### config.mk
export PLATFORM = sky130hd
export DESIGN_NAME = ga_regfile_flat
export DESIGN_NICKNAME = d
export VERILOG_FILES = /design/src/rtl/ga_regfile_pkg.sv /design/src/rtl/ga_regfile_if.sv /design/src/rtl/ga_regfile_bus_if.sv /design/src/rtl/ga_regfile.sv /design/src/flat_wrapper.sv
export SDC_FILE = /design/constraint.sdc
export NUM_CORES = 1
export LEC_CHECK = 0
export ABC_AREA = 1
export BUFFER_PORTS_ARGS = -buffer_cell sky130_fd_sc_hd__buf_4
export CORE_MARGIN = 2
export CORE_UTILIZATION = 40
export DETAILED_ROUTE_END_ITERATION = 8
export PLACE_DENSITY = 0.64
export SLEW_MARGIN = 20
export SYNTH_ARGS = -nofsm -noshare
export SYNTH_HDL_FRONTEND = slang
export SYNTH_SLANG_ARGS = --single-unit
### constraint.sdc
create_clock -name clk -period 3.4 [get_ports clk]
set_input_delay 0.85 -clock clk [delete_from_list [all_inputs] [get_ports clk]]
set_output_delay 0.85 -clock clk [all_outputs]
set_load 0.03 [all_outputs]
### src/rtl/ga_regfile_pkg.sv
// Shared constants and types for the GA configuration/status register file.
package ga_regfile_pkg;

  localparam int unsigned GA_M_MAX_W = 8;
  localparam int unsigned GA_P_MAX_W = 8;
  localparam int unsigned GA_B_MAX_W = 8;
  localparam int unsigned GA_G_MAX_W = 8;
  localparam int unsigned GA_ADDR_W  = 3;
  localparam int unsigned DATA_W     = 32;
  localparam int unsigned CNT_W      = 4;

  // register map
  localparam int unsigned A_CTRL   = 0;
  localparam int unsigned A_M_SH   = 1;
  localparam int unsigned A_P_SH   = 2;
  localparam int unsigned A_B_SH   = 3;
  localparam int unsigned A_G_SH   = 4;
  localparam int unsigned A_STATUS = 5;
  localparam int unsigned A_INPUTS = 6;

  localparam int unsigned CTRL_EN_BIT     = 0;
  localparam int unsigned CTRL_COMMIT_BIT = 1;

  localparam int unsigned ST_READY_BIT = 0;
  localparam int unsigned ST_PEND_BIT  = 1;
  localparam int unsigned ST_ERR_BIT   = 2;

  typedef enum logic {BOOT, RUN} fsm_e;

endpackage

### src/rtl/ga_regfile_if.sv
// Request/acknowledge register bus between software and the GA register file.
interface ga_regfile_if #(
  parameter int unsigned ADDR_W = 3
);
  logic              reg_wr_req;
  logic              reg_rd_req;
  logic [ADDR_W-1:0] reg_addr;
  logic [31:0]       reg_wdata;
  logic              reg_ack;
  logic [31:0]       reg_rdata;
  logic              reg_err;

  modport master (
    output reg_wr_req, reg_rd_req, reg_addr, reg_wdata,
    input  reg_ack, reg_rdata, reg_err
  );

  modport slave (
    input  reg_wr_req, reg_rd_req, reg_addr, reg_wdata,
    output reg_ack, reg_rdata, reg_err
  );
endinterface

### src/rtl/ga_regfile_bus_if.sv
// Register bus front end: decode, error checking, sticky error and the
// registered ack/rdata/err stage. Write strobes to the top are combinational.
module ga_regfile_bus_if
  import ga_regfile_pkg::*;
#(
  parameter int unsigned ADDR_W = GA_ADDR_W,
  parameter int unsigned M_W    = GA_M_MAX_W,
  parameter int unsigned P_W    = GA_P_MAX_W,
  parameter int unsigned B_W    = GA_B_MAX_W,
  parameter int unsigned G_W    = GA_G_MAX_W
) (
  input  logic              clk,
  input  logic              rstn,
  ga_regfile_if.slave       bus,
  input  logic              i_run,
  input  logic              i_ctrl_en,
  input  logic              i_commit_pending,
  input  logic              i_ga_ready,
  input  logic [M_W-1:0]    i_m_sh,
  input  logic [P_W-1:0]    i_p_sh,
  input  logic [B_W-1:0]    i_b_sh,
  input  logic [G_W-1:0]    i_g_sh,
  input  logic [DATA_W-1:0] i_inputs_counter,
  output logic              o_ctrl_we_c,
  output logic              o_ctrl_en_c,
  output logic              o_commit_c,
  output logic              o_m_we_c,
  output logic              o_p_we_c,
  output logic              o_b_we_c,
  output logic              o_g_we_c,
  output logic [M_W-1:0]    o_m_wd_c,
  output logic [P_W-1:0]    o_p_wd_c,
  output logic [B_W-1:0]    o_b_wd_c,
  output logic [G_W-1:0]    o_g_wd_c
);

  logic              w_addr_ok;
  logic              w_ro;
  logic              w_shadow;
  logic [DATA_W-1:0] w_rd_val;
  logic              w_req;
  logic              w_err;
  logic              w_wr_ok;
  logic              w_is_status;
  logic              r_sticky;
  logic              r_ack;
  logic              r_err;
  logic [DATA_W-1:0] r_rdata;

  // address decode and read-value mux
  always_comb begin
    w_addr_ok   = 1'b1;
    w_ro        = 1'b0;
    w_shadow    = 1'b0;
    w_is_status = 1'b0;
    w_rd_val    = '0;
    case (bus.reg_addr)
      ADDR_W'(A_CTRL):   w_rd_val[CTRL_EN_BIT] = i_ctrl_en;
      ADDR_W'(A_M_SH):   begin w_shadow = 1'b1; w_rd_val = DATA_W'(i_m_sh); end
      ADDR_W'(A_P_SH):   begin w_shadow = 1'b1; w_rd_val = DATA_W'(i_p_sh); end
      ADDR_W'(A_B_SH):   begin w_shadow = 1'b1; w_rd_val = DATA_W'(i_b_sh); end
      ADDR_W'(A_G_SH):   begin w_shadow = 1'b1; w_rd_val = DATA_W'(i_g_sh); end
      ADDR_W'(A_STATUS): begin
        w_is_status            = 1'b1;
        w_rd_val[ST_READY_BIT] = i_ga_ready;
        w_rd_val[ST_PEND_BIT]  = i_commit_pending;
        w_rd_val[ST_ERR_BIT]   = r_sticky;
      end
      ADDR_W'(A_INPUTS): begin w_ro = 1'b1; w_rd_val = i_inputs_counter; end
      default:           w_addr_ok = 1'b0;
    endcase
  end

  assign w_req = bus.reg_wr_req | bus.reg_rd_req;

  // anything in BOOT is rejected; in RUN only malformed accesses are
  assign w_err = w_req & (~i_run
                        | (bus.reg_wr_req & bus.reg_rd_req)
                        | ~w_addr_ok
                        | (bus.reg_wr_req & w_ro)
                        | (bus.reg_wr_req & w_shadow & (bus.reg_wdata == '0)));

  assign w_wr_ok = bus.reg_wr_req & ~w_err;

  assign o_ctrl_we_c = w_wr_ok & (bus.reg_addr == ADDR_W'(A_CTRL));
  assign o_m_we_c    = w_wr_ok & (bus.reg_addr == ADDR_W'(A_M_SH));
  assign o_p_we_c    = w_wr_ok & (bus.reg_addr == ADDR_W'(A_P_SH));
  assign o_b_we_c    = w_wr_ok & (bus.reg_addr == ADDR_W'(A_B_SH));
  assign o_g_we_c    = w_wr_ok & (bus.reg_addr == ADDR_W'(A_G_SH));
  assign o_ctrl_en_c = bus.reg_wdata[CTRL_EN_BIT];
  assign o_commit_c  = bus.reg_wdata[CTRL_COMMIT_BIT];
  assign o_m_wd_c    = M_W'(bus.reg_wdata);
  assign o_p_wd_c    = P_W'(bus.reg_wdata);
  assign o_b_wd_c    = B_W'(bus.reg_wdata);
  assign o_g_wd_c    = G_W'(bus.reg_wdata);

  // response stage and sticky error
  always_ff @(posedge clk or negedge rstn) begin
    if (!rstn) begin
      r_ack    <= 1'b0;
      r_err    <= 1'b0;
      r_rdata  <= '0;
      r_sticky <= 1'b0;
    end else begin
      r_ack   <= w_req;
      r_err   <= w_err;
      r_rdata <= (bus.reg_rd_req & ~w_err) ? w_rd_val : '0;
      if (w_err & i_run)
        r_sticky <= 1'b1;
      else if (w_wr_ok & w_is_status)
        r_sticky <= 1'b0;
    end
  end

  assign bus.reg_ack   = r_ack;
  assign bus.reg_err   = r_err;
  assign bus.reg_rdata = r_rdata;

endmodule

### src/rtl/ga_regfile.sv
// GA configuration register file: timed boot, shadow configuration and
// atomic commit of shadow into the active configuration while ga_ready.
module ga_regfile
  import ga_regfile_pkg::*;
#(
  parameter int unsigned M_MAX_W   = GA_M_MAX_W,
  parameter int unsigned P_MAX_W   = GA_P_MAX_W,
  parameter int unsigned B_MAX_W   = GA_B_MAX_W,
  parameter int unsigned G_MAX_W   = GA_G_MAX_W,
  parameter int unsigned ADDR_W    = GA_ADDR_W,
  parameter int unsigned START_DLY = 9,
  parameter int unsigned DEF_M     = 7,
  parameter int unsigned DEF_P     = 16,
  parameter int unsigned DEF_B     = 16,
  parameter int unsigned DEF_G     = 10
) (
  input  logic               clk,
  input  logic               rstn,
  ga_regfile_if.slave        bus,
  input  logic               ga_ready,
  input  logic [DATA_W-1:0]  inputs_counter,
  output logic               ga_enable,
  output logic [M_MAX_W-1:0] cnfg_m,
  output logic [P_MAX_W-1:0] cnfg_p,
  output logic [B_MAX_W-1:0] cnfg_b,
  output logic [G_MAX_W-1:0] cnfg_g
);

  fsm_e               r_state;
  logic [CNT_W-1:0]   r_cnt;
  logic               r_ctrl_en;
  logic               r_pending;
  logic [M_MAX_W-1:0] r_m_sh, r_m_act;
  logic [P_MAX_W-1:0] r_p_sh, r_p_act;
  logic [B_MAX_W-1:0] r_b_sh, r_b_act;
  logic [G_MAX_W-1:0] r_g_sh, r_g_act;

  logic               w_ctrl_we, w_ctrl_en, w_commit;
  logic               w_m_we, w_p_we, w_b_we, w_g_we;
  logic [M_MAX_W-1:0] w_m_wd;
  logic [P_MAX_W-1:0] w_p_wd;
  logic [B_MAX_W-1:0] w_b_wd;
  logic [G_MAX_W-1:0] w_g_wd;

  ga_regfile_bus_if #(
    .ADDR_W (ADDR_W),
    .M_W    (M_MAX_W),
    .P_W    (P_MAX_W),
    .B_W    (B_MAX_W),
    .G_W    (G_MAX_W)
  ) u_bus (
    .clk              (clk),
    .rstn             (rstn),
    .bus              (bus),
    .i_run            (r_state == RUN),
    .i_ctrl_en        (r_ctrl_en),
    .i_commit_pending (r_pending),
    .i_ga_ready       (ga_ready),
    .i_m_sh           (r_m_sh),
    .i_p_sh           (r_p_sh),
    .i_b_sh           (r_b_sh),
    .i_g_sh           (r_g_sh),
    .i_inputs_counter (inputs_counter),
    .o_ctrl_we_c      (w_ctrl_we),
    .o_ctrl_en_c      (w_ctrl_en),
    .o_commit_c       (w_commit),
    .o_m_we_c         (w_m_we),
    .o_p_we_c         (w_p_we),
    .o_b_we_c         (w_b_we),
    .o_g_we_c         (w_g_we),
    .o_m_wd_c         (w_m_wd),
    .o_p_wd_c         (w_p_wd),
    .o_b_wd_c         (w_b_wd),
    .o_g_wd_c         (w_g_wd)
  );

  // boot FSM, shadow/active registers and commit
  always_ff @(posedge clk or negedge rstn) begin
    if (!rstn) begin
      r_state   <= BOOT;
      r_cnt     <= '0;
      r_ctrl_en <= 1'b0;
      r_pending <= 1'b0;
      r_m_sh    <= '0;
      r_p_sh    <= '0;
      r_b_sh    <= '0;
      r_g_sh    <= '0;
      r_m_act   <= '0;
      r_p_act   <= '0;
      r_b_act   <= '0;
      r_g_act   <= '0;
    end else begin
      case (r_state)
        BOOT: begin
          if (r_cnt == CNT_W'(START_DLY)) begin
            r_m_sh    <= M_MAX_W'(DEF_M);
            r_p_sh    <= P_MAX_W'(DEF_P);
            r_b_sh    <= B_MAX_W'(DEF_B);
            r_g_sh    <= G_MAX_W'(DEF_G);
            r_m_act   <= M_MAX_W'(DEF_M);
            r_p_act   <= P_MAX_W'(DEF_P);
            r_b_act   <= B_MAX_W'(DEF_B);
            r_g_act   <= G_MAX_W'(DEF_G);
            r_ctrl_en <= 1'b1;
            r_state   <= RUN;
          end else begin
            r_cnt <= r_cnt + CNT_W'(1);
          end
        end
        RUN: begin
          if (w_ctrl_we) r_ctrl_en <= w_ctrl_en;
          if (w_m_we)    r_m_sh    <= w_m_wd;
          if (w_p_we)    r_p_sh    <= w_p_wd;
          if (w_b_we)    r_b_sh    <= w_b_wd;
          if (w_g_we)    r_g_sh    <= w_g_wd;
          // active takes the pre-write shadow when a shadow write lands on the commit cycle
          if (r_pending && ga_ready) begin
            r_m_act   <= r_m_sh;
            r_p_act   <= r_p_sh;
            r_b_act   <= r_b_sh;
            r_g_act   <= r_g_sh;
            r_pending <= 1'b0;
          end else if (w_ctrl_we && w_commit) begin
            r_pending <= 1'b1;
          end
        end
        default: r_state <= BOOT;
      endcase
    end
  end

  assign ga_enable = r_ctrl_en;
  assign cnfg_m    = r_m_act;
  assign cnfg_p    = r_p_act;
  assign cnfg_b    = r_b_act;
  assign cnfg_g    = r_g_act;

endmodule

### src/flat_wrapper.sv
// flat-port wrapper written by rule: the top's interface ports become plain ports
module ga_regfile_flat import ga_regfile_pkg::*;
#(
  parameter int unsigned M_MAX_W   = GA_M_MAX_W,
  parameter int unsigned P_MAX_W   = GA_P_MAX_W,
  parameter int unsigned B_MAX_W   = GA_B_MAX_W,
  parameter int unsigned G_MAX_W   = GA_G_MAX_W,
  parameter int unsigned ADDR_W    = GA_ADDR_W,
  parameter int unsigned START_DLY = 9,
  parameter int unsigned DEF_M     = 7,
  parameter int unsigned DEF_P     = 16,
  parameter int unsigned DEF_B     = 16,
  parameter int unsigned DEF_G     = 10
)
  (clk, rstn, ga_ready, inputs_counter, ga_enable, cnfg_m, cnfg_p, cnfg_b, cnfg_g, bus_reg_wr_req, bus_reg_rd_req, bus_reg_addr, bus_reg_wdata, bus_reg_ack, bus_reg_rdata, bus_reg_err);
  ga_regfile_if #(.ADDR_W(ADDR_W)) bus_i ();
  input  logic clk;
  input  logic rstn;
  input  logic ga_ready;
  input  logic [DATA_W-1:0] inputs_counter;
  output logic ga_enable;
  output logic [M_MAX_W-1:0] cnfg_m;
  output logic [P_MAX_W-1:0] cnfg_p;
  output logic [B_MAX_W-1:0] cnfg_b;
  output logic [G_MAX_W-1:0] cnfg_g;
  input wire logic [$bits(bus_i.reg_wr_req)-1:0] bus_reg_wr_req;
  input wire logic [$bits(bus_i.reg_rd_req)-1:0] bus_reg_rd_req;
  input wire logic [$bits(bus_i.reg_addr)-1:0] bus_reg_addr;
  input wire logic [$bits(bus_i.reg_wdata)-1:0] bus_reg_wdata;
  output wire logic [$bits(bus_i.reg_ack)-1:0] bus_reg_ack;
  output wire logic [$bits(bus_i.reg_rdata)-1:0] bus_reg_rdata;
  output wire logic [$bits(bus_i.reg_err)-1:0] bus_reg_err;
  assign bus_i.reg_wr_req = bus_reg_wr_req;
  assign bus_i.reg_rd_req = bus_reg_rd_req;
  assign bus_i.reg_addr = bus_reg_addr;
  assign bus_i.reg_wdata = bus_reg_wdata;
  assign bus_reg_ack = bus_i.reg_ack;
  assign bus_reg_rdata = bus_i.reg_rdata;
  assign bus_reg_err = bus_i.reg_err;
  ga_regfile #(.M_MAX_W(M_MAX_W), .P_MAX_W(P_MAX_W), .B_MAX_W(B_MAX_W), .G_MAX_W(G_MAX_W), .ADDR_W(ADDR_W), .START_DLY(START_DLY), .DEF_M(DEF_M), .DEF_P(DEF_P), .DEF_B(DEF_B), .DEF_G(DEF_G)) u_core (.clk(clk), .rstn(rstn), .bus(bus_i), .ga_ready(ga_ready), .inputs_counter(inputs_counter), .ga_enable(ga_enable), .cnfg_m(cnfg_m), .cnfg_p(cnfg_p), .cnfg_b(cnfg_b), .cnfg_g(cnfg_g));
endmodule
==> flow_summary.ini, run 1 <==
[drt]
vias_per_cell = 5.07
drtIter0Drc = 364
m1WireLength_um = 5780
drt.antenna.violating_nets = 0
drt_wl_total_um = 12700
wl_per_cell_um = 15.7
drtPass1Iterations = 5
drc = 0
vias = 4107
highest_layer = met4
met2_length_um = 5810
wl_met3_um = 845

[worst_setup_path]
worstPathArrival_ps = 2490
endpoint_kind = flop
critPathKind = in2reg
cp-start-kind = primary input
reg2reg_from = u_core.r_cnt[0]
regToRegSetupSlack_ps = 1400
cp-startpoint = bus_reg_addr[0]
critPathMaxFanout = 9
endpoint = u_core.r_p_sh[5]
r2r_cells = 7
critPathRequiredTime_ps = 3640
r2r_end = u_core.r_b_sh[6]

[clocking]
clk_pin_slew_ps = 70
cts_setup_buffers = 0
cts_tree = built
cts_resized = 0
clock_sinks = 106
cts_max_path_buffers = 2
cts_buffers = 9
clock_latency_ps = 350
htreeDepth = 3
root_buffer = clkbuf_16
cts_hold_buf = 0

[global_routing]
grt_pass1_vias = 3963
grt_pass1_wl_um = 20900
antenna_found_initial = 0
grt_overflow_total = 0
grt_usage_pct = 21.2
grt_start_max_net_pins = 76

[placement]
dp_slack_ps = 809
hpwl_um = 9750
io_buffers = 138
placed_area_um2 = 5800
placed_cells = 794
routabilityCongestion = 0.966

[cells_and_area]
diodes = 0
drive_above_1_share_pct = 27.3
n_fill_cell = 1062
area_growth_pct = 32.3
final_util_pct = 53.7
design_area_um2 = 6080
nets = 736
fin_cells = 810

[logic_synthesis]
synth_top_area_share_pct = 57.7
synth_edf_count = 0
ys_types = 30
syn-num-nets = 598
ys_warn_count = 0
syn_area_um2 = 4590
synth_top_area_cell = dfrtp_1
synth_cells = 524
ys_top_cells_by_count = nand2_1 (115), dfrtp_1 (106), nor2_1 (65), nand3_1 (63), inv_1 (59)
synth_most_common_cell = nand2_1
synthFlopType = dfrtp_1
syn-mean-instance-area_um2 = 8.77
yosys-top-cells-area = dfrtp_1 (58%), nand2_1 (9.4%), nand3_1 (6.9%)
async_reset_ff_share_pct = 100
ys_ff_latch = 106
ys_seq_area_share_pct = 57.7

[timing]
tns_ps = 0
slew_headroom_pct = 38.2
fmax_mhz = 445
rsz0062_at_grt = false
finalWorstSetupSlack_ps = 1150
finalHoldViolations = 0
worstMarginPinSlew_ps = 927
slew_violations = 0
layout_min_cycle_time_ps = 2250
post-route-period-util_pct = 66.1
setup_violations = 0
finClkSkew_ps = 7.57

[floorplan]
rows = 39
die_area_um2 = 12400
die_y_um = 111
core_area_um2 = 11300
initial_core_util_pct = 40.6
die_width_um = 111
ioPinCount = 139

[power_and_ir_drop]
p_leak_nw = 3.25
ir_drop_v = 0.000421
p_per_area_nw_per_um2 = 621

[run]
drv_cap = 0

[outcome]
status = complete, no violations

[hold_path]
hold_start = u_core.cnfg_p[7]
min_path_type = reg2reg
## worst min-delay path by stage
stage	to	depth (start not counted)	slack, ps
6_report	u_core.cnfg_p[7]	2	490
3_5_place_dp	u_core.cnfg_p[7]	2	480
4_1_cts	u_core.r_cnt[3]	1	490
2_1_floorplan	u_core.r_cnt[3]	1	450
3_3_place_gp	u_core.r_cnt[3]	1	470
5_1_grt	u_core.cnfg_b[2]	2	510
## registers in the layout, summed over array words and instances (netlist names), 4 cells and up
register and flops:
u_core.cnfg_g 8, u_core.u_bus.bus.reg_rdata 32, u_core.cnfg_m 8, u_core.cnfg_b 8, u_core.r_m_sh 8, u_core.r_g_sh 8, u_core.r_p_sh 8, u_core.r_b_sh 8
u_core.cnfg_p 8, u_core.r_cnt 4
## through the flow
| step | hold slack (ps) | power (W) |
|---|---|---|
| global placement | 466 | 0.00279 |
| floorplan | 446 | 0.00231 |
| detailed placement | 478 | 0.00281 |
| finish | 487 | 0.00377 |
| global route | 511 | 0.00396 |
| CTS | 493 | 0.00379 |
## report_power, final
group | total [W] | switching [W] | internal, W
clock network | 0.000988 | 0.000467 | 0.000521
logic | 0.00111 | 0.000686 | 0.000421
registers | 0.00168 | 0.000170 | 0.00151
total | 0.00377 | 0.00132 | 0.00245
## metal layers
metal / track usage (%) / vias up
met3: 3.34 / 17
li1: - / 1974
met1: 30.6 / 1963
met4: 8.07 / 0
met2: 32.4 / 153
met5: 0 / -
## kinds of logic (layout without fill, tap and decap cells)
logic type | after synthesis | after routing | share of synthesized area [%]
compound gates | 62 | 62 | 8.55
xor+xnor | 3 | 3 | 0.572
fa+ha+maj | 2 | 2 | 0.545
buf+inv | 82 | 225 | 6.84
flops | 106 | 106 | 57.7
simple gates | 269 | 269 | 25.8
## critical path, stage by stage
cell and delay (ps):
buf_4 140, nor2_1 250, nand2_2 180, inv_2 140, nor2_1 50, nor2_1 190
nand2_2 130, nand4_2 210, nand2_2 150, nand2_1 120, nand2_1 60
## layout make-up
class	instances	area (um^2)	area share (%)
timing repair buffer	148	1110	18.3
clock buffer	11	243	3.99
multi-input combinational	336	1630	26.8
tap	143	179	2.94
sequential	106	2650	43.6
clock inverter	5	37.5	0.617
inverter	61	229	3.77
## cells in the final DEF (no fill, tap or decap), types with 9 or more instances in the layout
| cell type | count |
|---|---|
| nand2_1 | 115 |
| inv_1 | 59 |
| nor2_1 | 65 |
| a21oi_1 | 10 |
| dfrtp_1 | 106 |
| nand3_1 | 63 |
| o21ai_0 | 21 |
| o22ai_1 | 14 |
| buf_4 | 148 |
| clkbuf_16 | 9 |
No activity file was read; power rests on OpenSTA's default activity.
==> run 2, diff against run 1 <==
ABC_AREA = 0   (was 1)
clock period = 2.26 ns   (was 3.4 ns; I/O delays follow)
==> flow_summary.ini, run 2 <==
[outcome]
status = complete, no violations

[cells_and_area]
largest_register_ff_count = 32
area_growth_pct = 36.1
drive_above_1_share_pct = 32.2
mostFrequentLayoutCell = buf_4
fin_cells = 755
nets = 681
final_cell_mix = buf_4 (160), nand2_1 (122), dfrtp_1 (106), o21ai_0 (37), nor2_1 (27)
n_fill_cell = 1033
design_area_um2 = 6270
multi_input_area_um2 = 1820
diodes = 0
register_area_um2 = 2650

[power_and_ir_drop]
p_leak_nw = 2.99
p_per_area_nw_per_um2 = 786
ir_drop_v = 0.000469

[worst_setup_path]
endpoint_kind = flop
cp-start-kind = primary input
crit_chain = buf_4 > buf_4 > and2b_1 > and2b_1 > nor3b_4 > mux2i_1
slowest_stage = nor3b_4
critPathKind = in2reg
critPathMaxFanout = 20
critPathMaxStageDelay_ps = 410
worstPathArrival_ps = 2130
critPathRequiredTime_ps = 2530

[clocking]
cts_tree = built
clk_pin_slew_ps = 70
cts_buffers = 9
cts_max_path_buffers = 2
cts_setup_buffers = 0
cts_hold_buf = 0
clock_latency_ps = 350
clock_sinks = 106
htreeDepth = 3
cts_resized = 0
root_buffer = clkbuf_16

[drt]
vias_per_cell = 5.21
drt_wl_total_um = 13000
wl_per_cell_um = 17.2
drtIter0Drc = 329
vias = 3937
drtPass1Iterations = 5
drt.antenna.violating_nets = 0
drc = 0

[timing]
worstMarginPinSlew_ps = 594
fmax_mhz = 537
rsz0062_at_grt = false
slew_violations = 0
finClkSkew_ps = 9.29
slew_headroom_pct = 60.4
tns_ps = 0
post-route-period-util_pct = 82.5
setup_violations = 0
finalHoldViolations = 0
layout_min_cycle_time_ps = 1860

[logic_synthesis]
syn-mean-instance-area_um2 = 10.0
ys_seq_area_share_pct = 57.5
ys_ff_latch = 106
syn-num-nets = 533
ys_top_cells_by_count = nand2_1 (122), dfrtp_1 (106), o21ai_0 (37), nor2_1 (27), and2_1 (24)
syn_area_um2 = 4610
synthFlopType = dfrtp_1
synth_edf_count = 0
synth_cells = 459
async_reset_ff_share_pct = 100
ys_warn_count = 0
ys_types = 43
synth_most_common_cell = nand2_1
yosys-top-cells-area = dfrtp_1 (58%), nand2_1 (9.9%), o21ai_0 (4.0%)
synth_top_area_share_pct = 57.5
synth_top_area_cell = dfrtp_1

[floorplan]
die_area_um2 = 12400
die_width_um = 111
die_y_um = 111
rows = 39
initial_core_util_pct = 40.7
ioPinCount = 139
core_area_um2 = 11300

[hold_path]
min_path_type = in2async

[placement]
placed_cells = 739
hpwl_um = 9510
io_buffers = 138
placed_area_um2 = 5950
routabilityCongestion = 0.904

[global_routing]
grt_start_max_net_pins = 45
antenna_found_initial = 0
grt_overflow_total = 0
grt_pass1_wl_um = 20600
grt_usage_pct = 21.1
grt_pass1_vias = 3877

[run]
drv_cap = 0
-- run 2: worst paths after layout --
path / startpoint / endpoint / slack, ps / depth (start not counted)
setup / recovery: bus_reg_addr[1] / u_core.r_p_sh[0] / 400 / 6
hold / removal: rstn / u_core.r_pending / 190 / 1
setup reg to reg: u_core.r_state / u_core.r_p_sh[0] / 490 / 5
hold reg to reg: u_core.r_cnt[3] / u_core.r_cnt[3] / 480 / 1
max in group asynchronous: rstn / u_core.r_b_sh[2] / 1350 / 2
min in group clk: inputs_counter[14] / u_core.u_bus.bus.reg_rdata[14] / 420 / 2
-- run 2: logic make-up (layout without fill, tap and decap cells) --
group	count (synthesis)	after routing	synth area share, %
AO/OA/AOI/OAI	82	82	10.8
XOR/XNOR	3	3	0.570
adder cells (fa/ha/maj)	2	2	0.543
buffers and inverters	34	187	3.04
flip-flops	106	106	57.5
multiplexers	23	23	5.40
AND/OR/NAND/NOR	209	209	22.1
-- run 2: cell type report --
class / count / area share, %
sequential: 106 / 42.3
multi-input combinational: 319 / 29.1
timing repair buffer: 163 / 20.1
clock buffer: 11 / 3.87
tap: 143 / 2.85
clock inverter: 5 / 1.36
inverter: 8 / 0.479
-- run 2: stage by stage --
stage	hold slack [ps]	power (W)	worst slack, ps	util [%]
finish	195	0.00493	397	55.4
global route	235	0.00513	306	55.4
CTS	220	0.00496	419	55.4
detailed placement	475	0.00326	62.6	52.5
global placement	465	0.00325	79.6	52.5
floorplan	269	0.00278	359	-
-- run 2: critical path: cells and delay by family --
family        cells  cell delay, ps
buf+inv           2             400
mux               1             230
simple gates      3             920
-- run 2: per-layer routing --
layer | GRT usage, % | vias to the layer above | part of all wire [%]
met4 | 8.23 | 0 | 2.3
met3 | 4.25 | 25 | 6.4
li1 | - | 1858 | -
met1 | 29.0 | 1897 | 44
met5 | 0 | - | 0
met2 | 33.3 | 157 | 48
-- run 2: report_power, final --
part	internal, W	leakage, nW	switching, W
logic	0.000398	1.46	0.000525
clock network	0.00101	0.162	0.000698
registers	0.00211	1.37	0.000185
total	0.00352	2.99	0.00141
